<file path="src/rtl/rc4_key_search_ctrl.sv">
// RC4 key search sequencer: per key runs init -> shuffle -> decrypt, steps key on decrypt fail.
// Latency: 3 cycles plus 1 (NEXT) per key on top of sub-FSMs; KEY_SEARCH_WDOG_EN adds a per-wait-state timeout.
// Backpressure: none; each wait state holds until its done pulse, abort forces IDLE.
module rc4_key_search_ctrl #(
   parameter int              KEY_W     = 24,
   parameter logic [KEY_W-1:0] KEY_FIRST = '0,
   parameter logic [KEY_W-1:0] KEY_LAST  = 24'h3FFFFF
`ifdef KEY_SEARCH_WDOG_EN
   ,
   parameter int              WDOG_CYC  = 1024
`endif
) (
   input  logic             clk,
   input  logic             rst,
   input  logic             start,
   input  logic             abort,
   input  logic             init_done,
   input  logic             shuffle_done,
   input  logic             decrypt_done,
   input  logic             fail_sig,
   output logic             init_start,
   output logic             shuffle_start,
   output logic             decrypt_start,
   output logic             sub_rst,
   output logic [1:0]       s_sel,
   output logic [KEY_W-1:0] secret_key,
   output logic [KEY_W-1:0] keys_tried,
   output logic             busy,
   output logic             found,
   output logic             exhausted
);

   typedef enum logic [3:0] {
      IDLE, INIT, W_INIT, SHUF, W_SHUF, DEC, W_DEC, NEXT, FOUND, EXHAUSTED
   } state_t;

   state_t st, nxt;
   logic   abort_q;
   logic   load;
   logic   wdog_hit;

   assign load = start && !abort && (st == IDLE || st == FOUND || st == EXHAUSTED);

`ifdef KEY_SEARCH_WDOG_EN
   localparam int WDOG_W = $clog2(WDOG_CYC + 1);
   logic [WDOG_W-1:0] wdog_cnt;
   logic              in_wait;

   assign in_wait  = (st == W_INIT) || (st == W_SHUF) || (st == W_DEC);
   assign wdog_hit = in_wait && (wdog_cnt == WDOG_W'(WDOG_CYC - 1));

   // Cleared in the launch state so the count starts at zero on the first wait cycle.
   always_ff @(posedge clk or negedge rst) begin
      if (!rst) begin
         wdog_cnt <= '0;
      end else if (st == INIT || st == SHUF || st == DEC) begin
         wdog_cnt <= '0;
      end else if (in_wait && !wdog_hit) begin
         wdog_cnt <= wdog_cnt + 1'b1;
      end
   end
`else
   assign wdog_hit = 1'b0;
`endif

   always_comb begin
      nxt = st;
      case (st)
         IDLE, FOUND, EXHAUSTED: if (start) nxt = INIT;
         INIT:   nxt = W_INIT;
         W_INIT: if (init_done) nxt = SHUF;
         SHUF:   nxt = W_SHUF;
         W_SHUF: if (shuffle_done) nxt = DEC;
         DEC:    nxt = W_DEC;
         W_DEC: begin
            if (fail_sig)          nxt = NEXT;
            else if (decrypt_done) nxt = FOUND;
         end
         NEXT:   nxt = (secret_key == KEY_LAST) ? EXHAUSTED : INIT;
         default: nxt = IDLE;
      endcase
      if (wdog_hit) nxt = NEXT;
      if (abort)    nxt = IDLE;
   end

   always_ff @(posedge clk or negedge rst) begin
      if (!rst) begin
         st            <= IDLE;
         abort_q       <= 1'b0;
         init_start    <= 1'b0;
         shuffle_start <= 1'b0;
         decrypt_start <= 1'b0;
         sub_rst       <= 1'b0;
         s_sel         <= 2'd3;
         busy          <= 1'b0;
         found         <= 1'b0;
         exhausted     <= 1'b0;
         secret_key    <= KEY_FIRST;
         keys_tried    <= '0;
      end else begin
         st            <= nxt;
         abort_q       <= abort;
         init_start    <= (nxt == INIT);
         shuffle_start <= (nxt == SHUF);
         decrypt_start <= (nxt == DEC);
         // A held abort level produces only one sub-FSM reset pulse.
         sub_rst       <= (nxt == NEXT) || (abort && !abort_q);
         busy          <= (nxt == INIT) || (nxt == W_INIT) || (nxt == SHUF) || (nxt == W_SHUF) ||
                          (nxt == DEC)  || (nxt == W_DEC)  || (nxt == NEXT);
         case (nxt)
            INIT, W_INIT: s_sel <= 2'd0;
            SHUF, W_SHUF: s_sel <= 2'd1;
            DEC,  W_DEC:  s_sel <= 2'd2;
            default:      s_sel <= 2'd3;
         endcase

         if (load) begin
            found      <= 1'b0;
            exhausted  <= 1'b0;
            secret_key <= KEY_FIRST;
            keys_tried <= '0;
         end else begin
            if (nxt == FOUND)     found     <= 1'b1;
            if (nxt == EXHAUSTED) exhausted <= 1'b1;
            if (st == NEXT && !abort) begin
               if (keys_tried != '1)       keys_tried <= keys_tried + 1'b1;
               if (secret_key != KEY_LAST) secret_key <= secret_key + 1'b1;
            end
         end
      end
   end

endmodule

</file>
<file path="config.mk">
export PLATFORM = sky130hd
export DESIGN_NAME = rc4_key_search_ctrl
export DESIGN_NICKNAME = d
export VERILOG_FILES = /design/src/rtl/rc4_key_search_ctrl.sv
export SDC_FILE = /design/constraint.sdc
export NUM_CORES = 1
export LEC_CHECK = 0
export CAP_MARGIN = 30
export CORE_MARGIN = 4
export CORE_UTILIZATION = 49
export DETAILED_ROUTE_END_ITERATION = 8
export PLACE_DENSITY = 0.86
export SYNTH_ARGS = -nofsm -noshare
export SYNTH_HDL_FRONTEND = slang
export SYNTH_SLANG_ARGS = --single-unit
</file>
<file path="constraint.sdc">
create_clock -name clk -period 2.4 [get_ports clk]
set_input_delay 0.24 -clock clk [delete_from_list [all_inputs] [get_ports clk]]
set_output_delay 0.24 -clock clk [all_outputs]
set_load 0.1 [all_outputs]
</file>
# [Word-level counts from Yosys, hierarchy flattened]
# Index checks and enable logic that the tools add are counted.
[word_totals] reg_bits=62 latchBits=0 mem_bits_rw=0 romBits=0 inputBits=8 out_inout_bits=57 elab_cells=81 memories=0
[classes] addsub=2 multipliers=0 div=0 order_cmp=0 n_eq_ne=21 n_shift=0 n_mux=19 n_bitwise=0 reduce_logical=27
[op_table] operator="$mux W24" count=6
[op_table] operator="$add A24 B1 Y24 const B" count=2
[op_table] operator="$eq A4 B3 Y1 const B" count=8
[op_table] operator="$pmux W4 S8" count=1
[op_table] operator="$mux W4" count=7
[op_table] operator="$eq A24 B22 Y1 const B" count=1
[op_table] operator="$ne A24 B22 Y1 const B" count=1
[op_table] operator="$ne A24 B24 Y1 const B" count=1
[op_table] operator="$eq A4 B2 Y1 const B" count=4
[op_table] operator="$eq A4 B4 Y1 const B" count=4
[op_table] operator="$reduce_bool A2 Y1" count=5
[op_table] operator="$logic_or A1 B1 Y1" count=9
[op_table] operator="$eq A4 B1 Y1 const B" count=2
[op_table] operator="$pmux W2 S3" count=1
[op_table] operator="$reduce_or A2 Y1" count=3
[op_table] operator="$logic_and A1 B1 Y1" count=4
[op_table] operator="$logic_not A4 Y1" count=1
[op_table] operator="$mux W1" count=4
[op_table] operator="$reduce_and A2 Y1" count=2
[op_table] operator="$reduce_or A3 Y1" count=1
[op_table] operator="$logic_not A1 Y1" count=2

# [Depth between registers and ports, before layout]
[logic_depth] depth_word=11 mapped_depth=8 mapped_depth_nobuf=7

# [Least setup slack after synthesis]
# OpenSTA, ideal clock, no wires.
[synth_timing] path_type="reg2reg" from="register secret_key[0]" to="register secret_key[19]" setup_time_ps=132 arrival_time_ps=2550 required_time_ps=2268 setup_slack_ps=-282 path_stages_with_launch=8 n_path_buf=0 period_less_slack_ps=2682 path_cell_list="dfrtp_1 -> ha_1 -> nand3_1 -> or2_2 -> o32ai_1 -> nor3b_1 -> xnor2_1 -> nor2_1"
[synth_via] elab_chain_cells=4 word_cells_on_any_way=7 cone_classes="1 x add/sub; 1 x eq/ne; 3 x mux; 2 x reduce/logical"
[synth_lines] element="start: declaration" line_no="26" rtl="output logic [KEY_W-1:0] secret_key,"
[synth_lines] element="start signal: assignment" line_no="127" rtl="if (secret_key != KEY_LAST) secret_key <= secret_key + 1'b1;"
[synth_lines] element="$add A24 B1 Y24" line_no="127"
[synth_lines] element="$mux W24" line_no="127"
[synth_lines] element="$mux W24" line_no="125" rtl="if (st == NEXT && !abort) begin"
[synth_lines] element="$mux W24" line_no="117" rtl="if (load) begin"
# Parallel ways exist; a longest one is shown, timed or not. The select of a mux whose other input is x is not followed.
# A chain may end at the register's enable or synchronous reset.

# [Worst setup path in the final report]
[layout_timing] from="register st[1]" to="register keys_tried[20]"
[layout_via] elab_chain_cells=6 word_cells_on_any_way=12 cone_classes="3 x eq/ne; 1 x mux; 8 x reduce/logical"
[layout_lines] element="start: declaration" line_no="37" rtl="state_t st, nxt;"
[layout_lines] element="start signal: assignment" line_no="101" rtl="st <= nxt;"
[layout_lines] element="$eq A4 B4 Y1 / $logic_not A4 Y1 (equally long branches)" line_no="42" rtl="assign load = start && !abort && (st == IDLE || st == FOUND || st == EXHAUSTED);"
[layout_lines] element="$logic_or A1 B1 Y1 (2 in series)" line_no="42"
[layout_lines] element="$logic_and A1 B1 Y1" line_no="42"
[layout_lines] element="$reduce_bool A2 Y1 (no source line)"
[layout_lines] element="$reduce_and A2 Y1 (no source line)"
[layout_lines] element="end signal: assignment" line_no="126" rtl="if (keys_tried != '1) keys_tried <= keys_tried + 1'b1;"
[layout_lines] element="end: declaration" line_no="27" rtl="output logic [KEY_W-1:0] keys_tried,"
# Parallel ways exist; a longest one is shown, timed or not.

==> flow_results.org <==
** Run
- Max cap viols :: 0

** Global route
- The first global-routing pass estimated roughly 14000 um of wire.
- The total overflow left after global routing is 0.
- The number of global-route vias before repair came to between 2000 and 3000.
- Maximum number of pins on one net before global-route repair :: 44
- Across every metal layer, demand over resource in global routing totals 0.207.
- The initial antenna violation count is 0.

** Clock network
- Clock transition at path regs :: around 0.07 ns
- Root buf cell :: sky130_fd_sc_hd__clkbuf_8
- No sink is reached through more buffers than the 2 on the longest clock path.
- Clk sink count :: 62
- Deepest level of the CTS H-tree :: 3
- CTS buffer count :: 9
- Clock latency on the worst-skew pair, taken at its later pin, is ~0.35 ns.
- TritonCTS built the clock tree.

** Synth
- Top-area cell type share of the netlist area :: 0.442
- Most area-consuming cells after synthesis :: sky130_fd_sc_hd__dfrtp_1 44%, sky130_fd_sc_hd__nor2_1 5.7%, sky130_fd_sc_hd__xnor2_1 5.2%, sky130_fd_sc_hd__xor2_1 4.4%, sky130_fd_sc_hd__and4_1 2.8%
- Commonest register cell after synthesis :: sky130_fd_sc_hd__dfrtp_1
- Post-Synthesis Cell Area :: approximately 0.0034 mm^2
- After synthesis, the share of flip-flops with an asynchronous set or reset is 1.00.
- After synthesis, the netlist uses 58 different library cells.
- Net Count, Synth :: 360
- Dominant cell type by area after synthesis :: sky130_fd_sc_hd__dfrtp_1
- Most instantiated cells after synthesis :: 60 x sky130_fd_sc_hd__dfrtp_1, 52 x sky130_fd_sc_hd__nor2_1, 23 x sky130_fd_sc_hd__nand2_1
- Most common cell in the synthesized netlist :: sky130_fd_sc_hd__dfrtp_1
- In this run, synthesis produced a sequential element count of 62.
- A synthesized cell averages between 9 and 10 um^2.
- Yosys warning total :: 0
- Counting flops with a built-in enable in the synthesized netlist gives 0.
- Synthesized netlist cell count :: 350
- Of the synthesized area, sequential elements account for 0.457.

** Drt
- After detailed routing, the wire length on met1 is around 3600 um.
- The final route contains roughly 2900 vias.
- The detail route stage leaves a number of antenna-violating nets equal to 0.
- After detailed routing, the number of vias per cell comes to 5.69.
- The detailed router used layers up to and including met4.
- Number of detailed-routing iterations run before antenna repair :: 4
- Sum of met2 wire segment lengths after detailed routing :: between 4000 and 5000 um
- For this block, the initial DRC count from the detailed router was ~140.
- # DRC :: 0
- Wires add up to between 8000 and 9000 um.
- In the detailed route, the total length drawn on met3 is about 440 um.
- WL per Instance :: approximately 16 um

** Power
- VDD IR-drop max :: ~0.50 mV
- For this design the static power due to leakage is 1.92 nW.
- Power Density :: between 600 and 700 mW/mm^2

** Worst setup path
- CP max stage delay :: 0.54 ns
- The worst setup path is launched from a flip-flop.
- Kind of end point of the critical path :: flip-flop
- The worst setup path is of the flip-flop to flip-flop kind.
- STA puts the critical path data required time at 2.63 ns.
- Critical path, cell by cell :: or2_4 > o31a_4 > a2111oi_4 > nand3_1 > xor2_1 > nor2_1
- Critical path peak fanout :: 11
- Data arrives at the worst endpoint at roughly 2.5 ns.
- Among all stages on the critical path, the largest delay is contributed by sky130_fd_sc_hd__dfrtp_1.

** Timing
- Clock skew :: 0.00865 ns
- Final setup violation count :: 0
- Peak clock frequency supported by timing :: roughly 0.44 GHz
- Worst-margin pin slew :: 0.758 ns
- Count of pins over their slew limit :: 0
- Number of hold violations in the final report :: 0
- Worst-case hold slack :: a little under 0.5 ns
- Setup TNS :: 0 ns
- Setup repair after global routing left no endpoint under its margin.
- Max-slew headroom at the worst pin :: 0.495
- For the finished layout, the period the worst path requires is between 2 and 2.5 ns.
- In the finished design, the share of the clock period the worst path needs comes to 0.936.

** Layout
- Combined area of the multi-input logic cells :: 0.00174 mm^2
- Combined flip-flop and latch cell area :: around 0.0016 mm^2
- After the last flow step, the layout net total stands at approximately 440.
- Area added between synthesis and finish :: 25.9%
- Share of post-route cells with drive strength above 1 :: 0.304
- Number of filler instances in the final layout :: about 550
- Once layout is complete, the utilization of the core stands at 0.633.
- Diodes inserted :: 0
- Area of all placed cells without fillers :: approximately 0.0043 mm^2

** Placed design
- Standard cell area after detailed placement :: 0.00405 mm^2
- The congestion estimate from routability-driven global placement came to ~0.87.
- Half-perimeter wire length after placement :: approximately 5700 um
- Port Buffers :: 64

** Die
- Row generation in the floorplan step produced 30 rows.
- Core box area :: around 0.0068 mm^2
- For this design the top-level I/O count stands at between 60 and 70.
- The floorplan step set the die width to 91.3 um.
- Die extent in y :: between 90 and 100 um
- Initial standard-cell utilization of the core :: 0.503
- Floorplan die area :: 0.00833 mm^2

** Min path
- Min-delay worst type :: primary input to asynchronous set/reset pin

** Status
- The run finished with clean final reports.
-- final cells by class --
type / instances / area share
well taps: 80 / 0.0234
repair buffers: 78 / 0.143
multi-input cells: 264 / 0.406
clock inverters: 4 / 0.0105
flip-flops and latches: 62 / 0.371
clock buffers: 12 / 0.0363
inverters: 11 / 0.00966
-- worst max-delay path, delay by kind of cell (launching register included) --
kind	cells	cell delay, ns
compound gates	2	0.87
xor+xnor	1	0.17
flops	1	0.54
simple gates	3	0.56
-- layout by cell type (no fill, tap or decap), types with 3 or more instances in the layout --
| master | count |
|---|---|
| sky130_fd_sc_hd__dfrtp_2 | 24 |
| sky130_fd_sc_hd__and3_1 | 12 |
| sky130_fd_sc_hd__mux2i_1 | 4 |
| sky130_fd_sc_hd__o21ai_0 | 6 |
| sky130_fd_sc_hd__a21oi_1 | 9 |
| sky130_fd_sc_hd__buf_4 | 69 |
| sky130_fd_sc_hd__nand4_1 | 15 |
| sky130_fd_sc_hd__and4_1 | 11 |
| sky130_fd_sc_hd__nand3_1 | 19 |
| sky130_fd_sc_hd__or4_1 | 3 |
| sky130_fd_sc_hd__dfrtp_1 | 36 |
| sky130_fd_sc_hd__nor3_1 | 8 |
| sky130_fd_sc_hd__xor2_1 | 17 |
| sky130_fd_sc_hd__clkdlybuf4s50_1 | 6 |
| sky130_fd_sc_hd__nand2_1 | 23 |
| sky130_fd_sc_hd__nand2b_1 | 3 |
| sky130_fd_sc_hd__xnor2_1 | 20 |
| sky130_fd_sc_hd__nor4_1 | 5 |
| sky130_fd_sc_hd__or2_1 | 3 |
| sky130_fd_sc_hd__inv_1 | 11 |
| sky130_fd_sc_hd__nor2_1 | 52 |
| sky130_fd_sc_hd__a31oi_1 | 3 |
| sky130_fd_sc_hd__nor2b_1 | 5 |
| sky130_fd_sc_hd__clkinv_2 | 3 |
| sky130_fd_sc_hd__clkbuf_8 | 11 |
| sky130_fd_sc_hd__nand3b_1 | 3 |
| sky130_fd_sc_hd__and2_1 | 6 |
-- timing repair --
item | CTS | global route
setup endpoints to repair | 0 | 5
hold endpoints to repair | 33 | 0
buffers inserted | 0 | 0
hold buffers | 1 | 0
gates resized for setup | 0 | 2
-- stage by stage --
step                      std cells  power [W]  setup WS, ns
after detailed placement        494    0.00194         0.128
after global placement          494    0.00192         0.158
after floorplan                 350    0.00175        0.0167
final                           511    0.00286         0.153
after global routing            511    0.00298        0.0111
after CTS                       511    0.00287         0.113
-- layer usage --
layer | vias to the layer above | global-route usage
met1 | 1418 | 0.269
li1 | 1396 | -
met4 | 0 | 0.104
met5 | - | 0
met2 | 79 | 0.326
met3 | 16 | 0.0431
-- logic make-up (layout without fill, tap and decap cells) --
logic type,Yosys count,count (layout),share of synthesized area
fa+ha+maj,2,2,0.00737
xor+xnor,37,37,0.0954
mux,4,4,0.0118
buf+inv,24,105,0.0350
flops,62,62,0.457
compound gates,38,38,0.0943
simple gates,183,183,0.299
-- state kept, by name, summed over array words and instances, names as in the netlist --
register       cells
keys_tried        24
secret_key        24
st                 4
s_sel              2
abort_q            1
busy               1
decrypt_start      1
exhausted          1
found              1
init_start         1
shuffle_start      1
sub_rst            1
-- report_power, final --
group	internal, W	switching [W]
Sequential	0.00111	0.0000656
Clock	0.000531	0.000404
Combinational	0.000175	0.000572
-- final timing paths --
path,endpoint,from,cells after the start,slack (ns)
worst max-delay path,keys_tried[20],st[1],6,0.15
worst min-delay path,secret_key[11],rst,2,0.49
worst max register to register,keys_tried[20],st[1],6,0.15
worst min register to register,found,found,2,0.51
max in group asynchronous,keys_tried[1],rst,3,1.16
min in group clk,found,found,2,0.51
Power figures use the tool's default switching activity.
